## config.mk

```make
export PLATFORM = sky130hd
export DESIGN_NAME = result_digit_encoder
export DESIGN_NICKNAME = d
export VERILOG_FILES = /design/src/rtl/result_digit_encoder.sv
export SDC_FILE = /design/constraint.sdc
export NUM_CORES = 1
export LEC_CHECK = 0
export CELL_PAD_IN_SITES_DETAIL_PLACEMENT = 2
export CELL_PAD_IN_SITES_GLOBAL_PLACEMENT = 2
export CORE_ASPECT_RATIO = 0.5
export CORE_MARGIN = 3
export CORE_UTILIZATION = 33
export CTS_BUF_LIST = sky130_fd_sc_hd__clkbuf_8 sky130_fd_sc_hd__clkbuf_16
export DETAILED_ROUTE_END_ITERATION = 8
export GPL_ROUTABILITY_DRIVEN = 0
export HOLD_SLACK_MARGIN = 0.05
export PLACE_DENSITY_LB_ADDON = 0.1
export SLEW_MARGIN = 20
export SYNTH_ARGS = -nofsm -noshare
export SYNTH_HDL_FRONTEND = slang
export SYNTH_SLANG_ARGS = --single-unit
```

## constraint.sdc

```tcl
create_clock -name clk -period 2.2 [get_ports clk]
set_input_delay 0.33 -clock clk [delete_from_list [all_inputs] [get_ports clk]]
set_output_delay 0.33 -clock clk [all_outputs]
set_load 0.01 [all_outputs]
```

## src/rtl/result_digit_encoder.sv

```systemverilog
// result_digit_encoder
// Converts a signed 8-bit result into four display character codes. A numeric
// result is converted with a shift-and-add-3 BCD loop. An error request shows
// "Err" instead.
// Ports:
//   clk, reset              - rising-edge clock, async active-high reset
//   start                   - conversion request, sampled only when idle
//   result[7:0], errorFlag  - operands captured on an accepted start
//   char3..char0[4:0]       - character codes, char3 leftmost
//   enable3..enable0        - per-digit display enables
//   busy                    - conversion in progress
//   done                    - one-cycle pulse when new outputs are valid
module result_digit_encoder (
  input  logic       clk,
  input  logic       reset,
  input  logic       start,
  input  logic [7:0] result,
  input  logic       errorFlag,
  output logic [4:0] char3,
  output logic [4:0] char2,
  output logic [4:0] char1,
  output logic [4:0] char0,
  output logic       enable3,
  output logic       enable2,
  output logic       enable1,
  output logic       enable0,
  output logic       busy,
  output logic       done
);

  localparam int unsigned RES_W  = 8;
  localparam int unsigned BCD_W  = 12;
  localparam int unsigned CHAR_W = 5;
  localparam int unsigned CNT_W  = 4;
  localparam int unsigned ITER   = 8;

  localparam logic [CHAR_W-1:0] CH_MINUS = 5'd11;
  localparam logic [CHAR_W-1:0] CH_R     = 5'd13;
  localparam logic [CHAR_W-1:0] CH_E     = 5'd14;
  localparam logic [CHAR_W-1:0] CH_BLANK = 5'd15;

  typedef enum logic [1:0] {
    IDLE   = 2'd0,
    SHIFT  = 2'd1,
    FORMAT = 2'd2
  } state_e;

  state_e              state_q, state_d;
  logic [RES_W-1:0]    mag_q, mag_d;
  logic                neg_q, neg_d;
  logic                err_q, err_d;
  logic [BCD_W-1:0]    bcd_q, bcd_d;
  logic [CNT_W-1:0]    cnt_q, cnt_d;
  logic [CHAR_W-1:0]   char3_q, char3_d, char2_q, char2_d;
  logic [CHAR_W-1:0]   char1_q, char1_d, char0_q, char0_d;
  logic                en3_q, en3_d, en2_q, en2_d, en1_q, en1_d, en0_q, en0_d;
  logic                busy_q, busy_d;
  logic                done_q, done_d;

  logic [BCD_W-1:0]    bcd_adj;
  logic [3:0]          hund, tens, ones;
  logic                show_hund, show_tens;

  assign hund      = bcd_q[11:8];
  assign tens      = bcd_q[7:4];
  assign ones      = bcd_q[3:0];
  assign show_hund = (hund != 4'd0);
  assign show_tens = show_hund || (tens != 4'd0);

  // Add 3 to each BCD nibble >= 5 so the following shift carries correctly.
  always_comb begin
    bcd_adj = bcd_q;
    for (int i = 0; i < 3; i++) begin
      if (bcd_q[4*i +: 4] >= 4'd5) begin
        bcd_adj[4*i +: 4] = bcd_q[4*i +: 4] + 4'd3;
      end
    end
  end

  // Next-state and next-output logic.
  always_comb begin
    state_d = state_q;
    mag_d   = mag_q;
    neg_d   = neg_q;
    err_d   = err_q;
    bcd_d   = bcd_q;
    cnt_d   = cnt_q;
    char3_d = char3_q;
    char2_d = char2_q;
    char1_d = char1_q;
    char0_d = char0_q;
    en3_d   = en3_q;
    en2_d   = en2_q;
    en1_d   = en1_q;
    en0_d   = en0_q;
    busy_d  = busy_q;
    done_d  = 1'b0;

    unique case (state_q)
      IDLE: begin
        if (start) begin
          // Two's-complement negate; 8'h80 maps to 128 unsigned.
          mag_d   = result[7] ? RES_W'(~result + 8'd1) : result;
          neg_d   = result[7];
          err_d   = errorFlag;
          bcd_d   = '0;
          cnt_d   = '0;
          busy_d  = 1'b1;
          state_d = errorFlag ? FORMAT : SHIFT;
        end
      end

      SHIFT: begin
        {bcd_d, mag_d} = {bcd_adj, mag_q} << 1;
        cnt_d          = cnt_q + 4'd1;
        if (cnt_q == CNT_W'(ITER - 1)) begin
          state_d = FORMAT;
        end
      end

      FORMAT: begin
        if (err_q) begin
          char3_d = CH_BLANK;  en3_d = 1'b0;
          char2_d = CH_E;      en2_d = 1'b1;
          char1_d = CH_R;      en1_d = 1'b1;
          char0_d = CH_R;      en0_d = 1'b1;
        end else begin
          // Zero always has neg_q=0, so '-' never appears for zero.
          char3_d = neg_q ? CH_MINUS : CH_BLANK;
          en3_d   = neg_q;
          char2_d = show_hund ? CHAR_W'(hund) : CH_BLANK;
          en2_d   = show_hund;
          char1_d = show_tens ? CHAR_W'(tens) : CH_BLANK;
          en1_d   = show_tens;
          char0_d = CHAR_W'(ones);
          en0_d   = 1'b1;
        end
        done_d  = 1'b1;
        busy_d  = 1'b0;
        state_d = IDLE;
      end

      default: begin
        state_d = IDLE;
        busy_d  = 1'b0;
      end
    endcase
  end

  // State and output registers.
  always_ff @(posedge clk or posedge reset) begin
    if (reset) begin
      state_q <= IDLE;
      mag_q   <= '0;
      neg_q   <= 1'b0;
      err_q   <= 1'b0;
      bcd_q   <= '0;
      cnt_q   <= '0;
      char3_q <= CH_BLANK;
      char2_q <= CH_BLANK;
      char1_q <= CH_BLANK;
      char0_q <= CH_BLANK;
      en3_q   <= 1'b0;
      en2_q   <= 1'b0;
      en1_q   <= 1'b0;
      en0_q   <= 1'b0;
      busy_q  <= 1'b0;
      done_q  <= 1'b0;
    end else begin
      state_q <= state_d;
      mag_q   <= mag_d;
      neg_q   <= neg_d;
      err_q   <= err_d;
      bcd_q   <= bcd_d;
      cnt_q   <= cnt_d;
      char3_q <= char3_d;
      char2_q <= char2_d;
      char1_q <= char1_d;
      char0_q <= char0_d;
      en3_q   <= en3_d;
      en2_q   <= en2_d;
      en1_q   <= en1_d;
      en0_q   <= en0_d;
      busy_q  <= busy_d;
      done_q  <= done_d;
    end
  end

  assign char3   = char3_q;
  assign char2   = char2_q;
  assign char1   = char1_q;
  assign char0   = char0_q;
  assign enable3 = en3_q;
  assign enable2 = en2_q;
  assign enable1 = en1_q;
  assign enable0 = en0_q;
  assign busy    = busy_q;
  assign done    = done_q;

endmodule

```

==> run metrics <==
CP required=2.38 ns; GRT overflow=0; Setup TNS=0 ns; initial antenna violation count=0; fin crit share=0.837; DR vias=1924; synthesis-stage register bit count=47; Core Area=6830 sq um; DRT Pass-1 Iters=4; # setup viols final=0; Finished Core Util=0.433; hold_buf cts=0; antenna viol nets, final=0; DP HPWL=4.51 mm; fmax=543 MHz; Hold Slack=0.401 ns; Tot GR Track Use=0.169; slowest CP cell=clkdlybuf4s50_1; synthesis-to-finish area growth=24.4%; Mapped Area=2380 sq um; cells on worst reg2reg path=6; hold crit path type=in2async; Critical R2R Capture=char1[0]; critical-path cell list=clkdlybuf4s50_1, or3_4, o31a_1, or4_1, and3_1; layout cell share with drive strength beyond 1=0.125; sequential element share of the synthesized area=0.502; RSZ-0062 raised after global routing=no; Setup Skew=0.00304 ns; Die ar.=8320 sq um; critical path launch point type=input pin; asr flop ratio synth=1.00; post-place instance area=2800 sq um; Tot Pwr=4.18 mW; worst path bufs/invs=1; vias in the first global route=2122; Clk Latency, worst-skew pair=0.29 ns; critical path arrival=2.02 ns; Final #Nets=301; Die Wd=126 um; EDFF count, synth=0; Routed wire per std cell=17.1 um; # Post-CTS Setup Buffers=0; Critical Path Max Stage Delay=0.46 ns; Critical R2R Launch=bcd_q[8]; CP delay by family, top=simple AND/OR/NAND/NOR gates; clock-pin slew on the worst setup and hold paths=0.06 ns; Top Ports=38; # port buffers=30; DR vias/cell=5.16; pwr/cell area=1410 nW/um^2; status=complete, no violations; Rel. slew slack=0.595; type of the worst setup path=in2reg; Worst-Margin Slew=0.607 ns; CTS tree=built; Mean Syn Cell Area=9.66 sq um; maximum clock path buffer count=2; H-tree depth=2; first-pass GRT wire length=11.0 mm; fin crit period=1.84 ns; Post-Synthesis Cells=246; drt total wl=6.37 mm; Resize count post-CTS=0; design area=2960 sq um; Crit. End Element=register; Main synth FF type=dfrtp_1; TritonCTS Buffers=5; Synth cell types=40; ANT cells=0; clk sinks=47; Initial Util=0.348; max-slew violation count=0; max-cap check violation count=0; Leak=1.30 nW; Synth warnings=0; R2R setup slack=0.52 ns; worst-path maximum fanout=3; Iteration-0 DRC Markers=82; CTS root buf=clkbuf_16; Chip Height=66 um; Rows=21; endpoints failing hold=0; Remaining DRCs=0; peak supply drop=0.000343 V; pin count of the biggest net entering global routing=48
==> worst reg2reg max path: stages, from the launching register on <==
cell and delay [ns]:
dfrtp_1 0.41, inv_1 0.13, ha_1 0.25, nor3b_1 0.31
and3_1 0.25, nor2_1 0.08, a31oi_1 0.19
==> placed cells by master, fill, tap and decap left out, types with 2 or more instances in the layout <==
master | netlist | final
nor2_1 | 22 | 22
clkdlybuf4s50_1 | 0 | 30
conb_1 | 2 | 7
nand2b_1 | 6 | 6
a22oi_1 | 3 | 3
a31oi_1 | 3 | 3
mux2_2 | 2 | 2
o22ai_1 | 6 | 6
a32o_1 | 3 | 3
a22o_1 | 5 | 5
clkbuf_16 | 0 | 5
o21ai_0 | 20 | 20
nor3b_1 | 4 | 4
mux2i_1 | 4 | 4
inv_1 | 15 | 15
or3_1 | 2 | 2
and3_1 | 2 | 2
dfrtp_1 | 34 | 34
nor3_1 | 2 | 2
nand4_1 | 3 | 3
nor2b_1 | 4 | 4
o31ai_1 | 8 | 8
buf_4 | 7 | 9
a21oi_1 | 12 | 12
clkbuf_8 | 0 | 2
ha_1 | 9 | 9
o211ai_1 | 2 | 2
dfstp_2 | 13 | 13
nand2_1 | 26 | 26
xnor2_1 | 6 | 6
==> registers in the layout (all words and copies together), names as in the netlist, 2 cells and up <==
name / flops
char1: 4
mag_q: 8
bcd_q: 12
char0: 4
cnt_q: 4
char2: 4
state_q: 2
==> worst max-delay path by stage <==
stage / from / endpoint / cells after the start
final: result[3] / mag_q[6] / 5
after global routing: bcd_q[8] / char1[1] / 6
after CTS: result[3] / mag_q[6] / 5
after detailed placement: result[3] / mag_q[6] / 5
after global placement: result[3] / mag_q[6] / 5
after floorplan: result[3] / mag_q[6] / 4
==> kinds of logic after synthesis <==
logic type / share of synthesized area
simple gates: 0.150
other cells: 0.00316
mux: 0.0263
xor+xnor: 0.0221
fa+ha+maj: 0.0474
flops: 0.502
buf+inv: 0.0648
compound gates: 0.184
==> stage by stage <==
| stage | setup WS [ns] | instances |
|---|---|---|
| after floorplan | 0.617 | 251 |
| after global placement | 0.112 | 365 |
| after detailed placement | 0.0477 | 365 |
| after CTS | 0.354 | 373 |
| after global routing | 0.285 | 373 |
| final | 0.358 | 373 |
==> per-layer routing <==
layer | up-vias | GRT usage | share of wire
met3 | 10 | 0.0331 | 0.036
met2 | 35 | 0.293 | 0.48
li1 | 908 | - | -
met1 | 971 | 0.213 | 0.47
met5 | - | 0 | 0
met4 | 0 | 0.0602 | 0.015
==> report_power, final <==
| part | leakage, nW | switching (mW) | internal (mW) |
|---|---|---|---|
| combinational | 0.647 | 0.913 | 0.847 |
| sequential | 0.568 | 0.319 | 1.29 |
| clock | 0.0813 | 0.323 | 0.480 |
==> Yosys cell counts, drive strengths merged (5+ instances only) <==
library cell | count | area, sq um
dfrtp | 34 | 851
nand2 | 26 | 97.6
nor2 | 22 | 82.6
o21ai | 20 | 100
inv | 15 | 56.3
dfstp | 13 | 342
a21oi | 12 | 60.1
buf | 11 | 71.3
ha | 9 | 113
o31ai | 8 | 60.1
clkbuf | 7 | 26.3
nand2b | 6 | 37.5
o22ai | 6 | 37.5
xnor2 | 6 | 52.6
a22o | 5 | 43.8
==> layout make-up <==
type	count	area (sq um)
clock buffer	7	153
clock inverter	1	3.75
fill	731	3870
inverter	15	56.3
multi-input combinational	171	1050
sequential	47	1190
tap	92	115
timing repair buffer	40	388
Power figures use the tool's default switching activity.
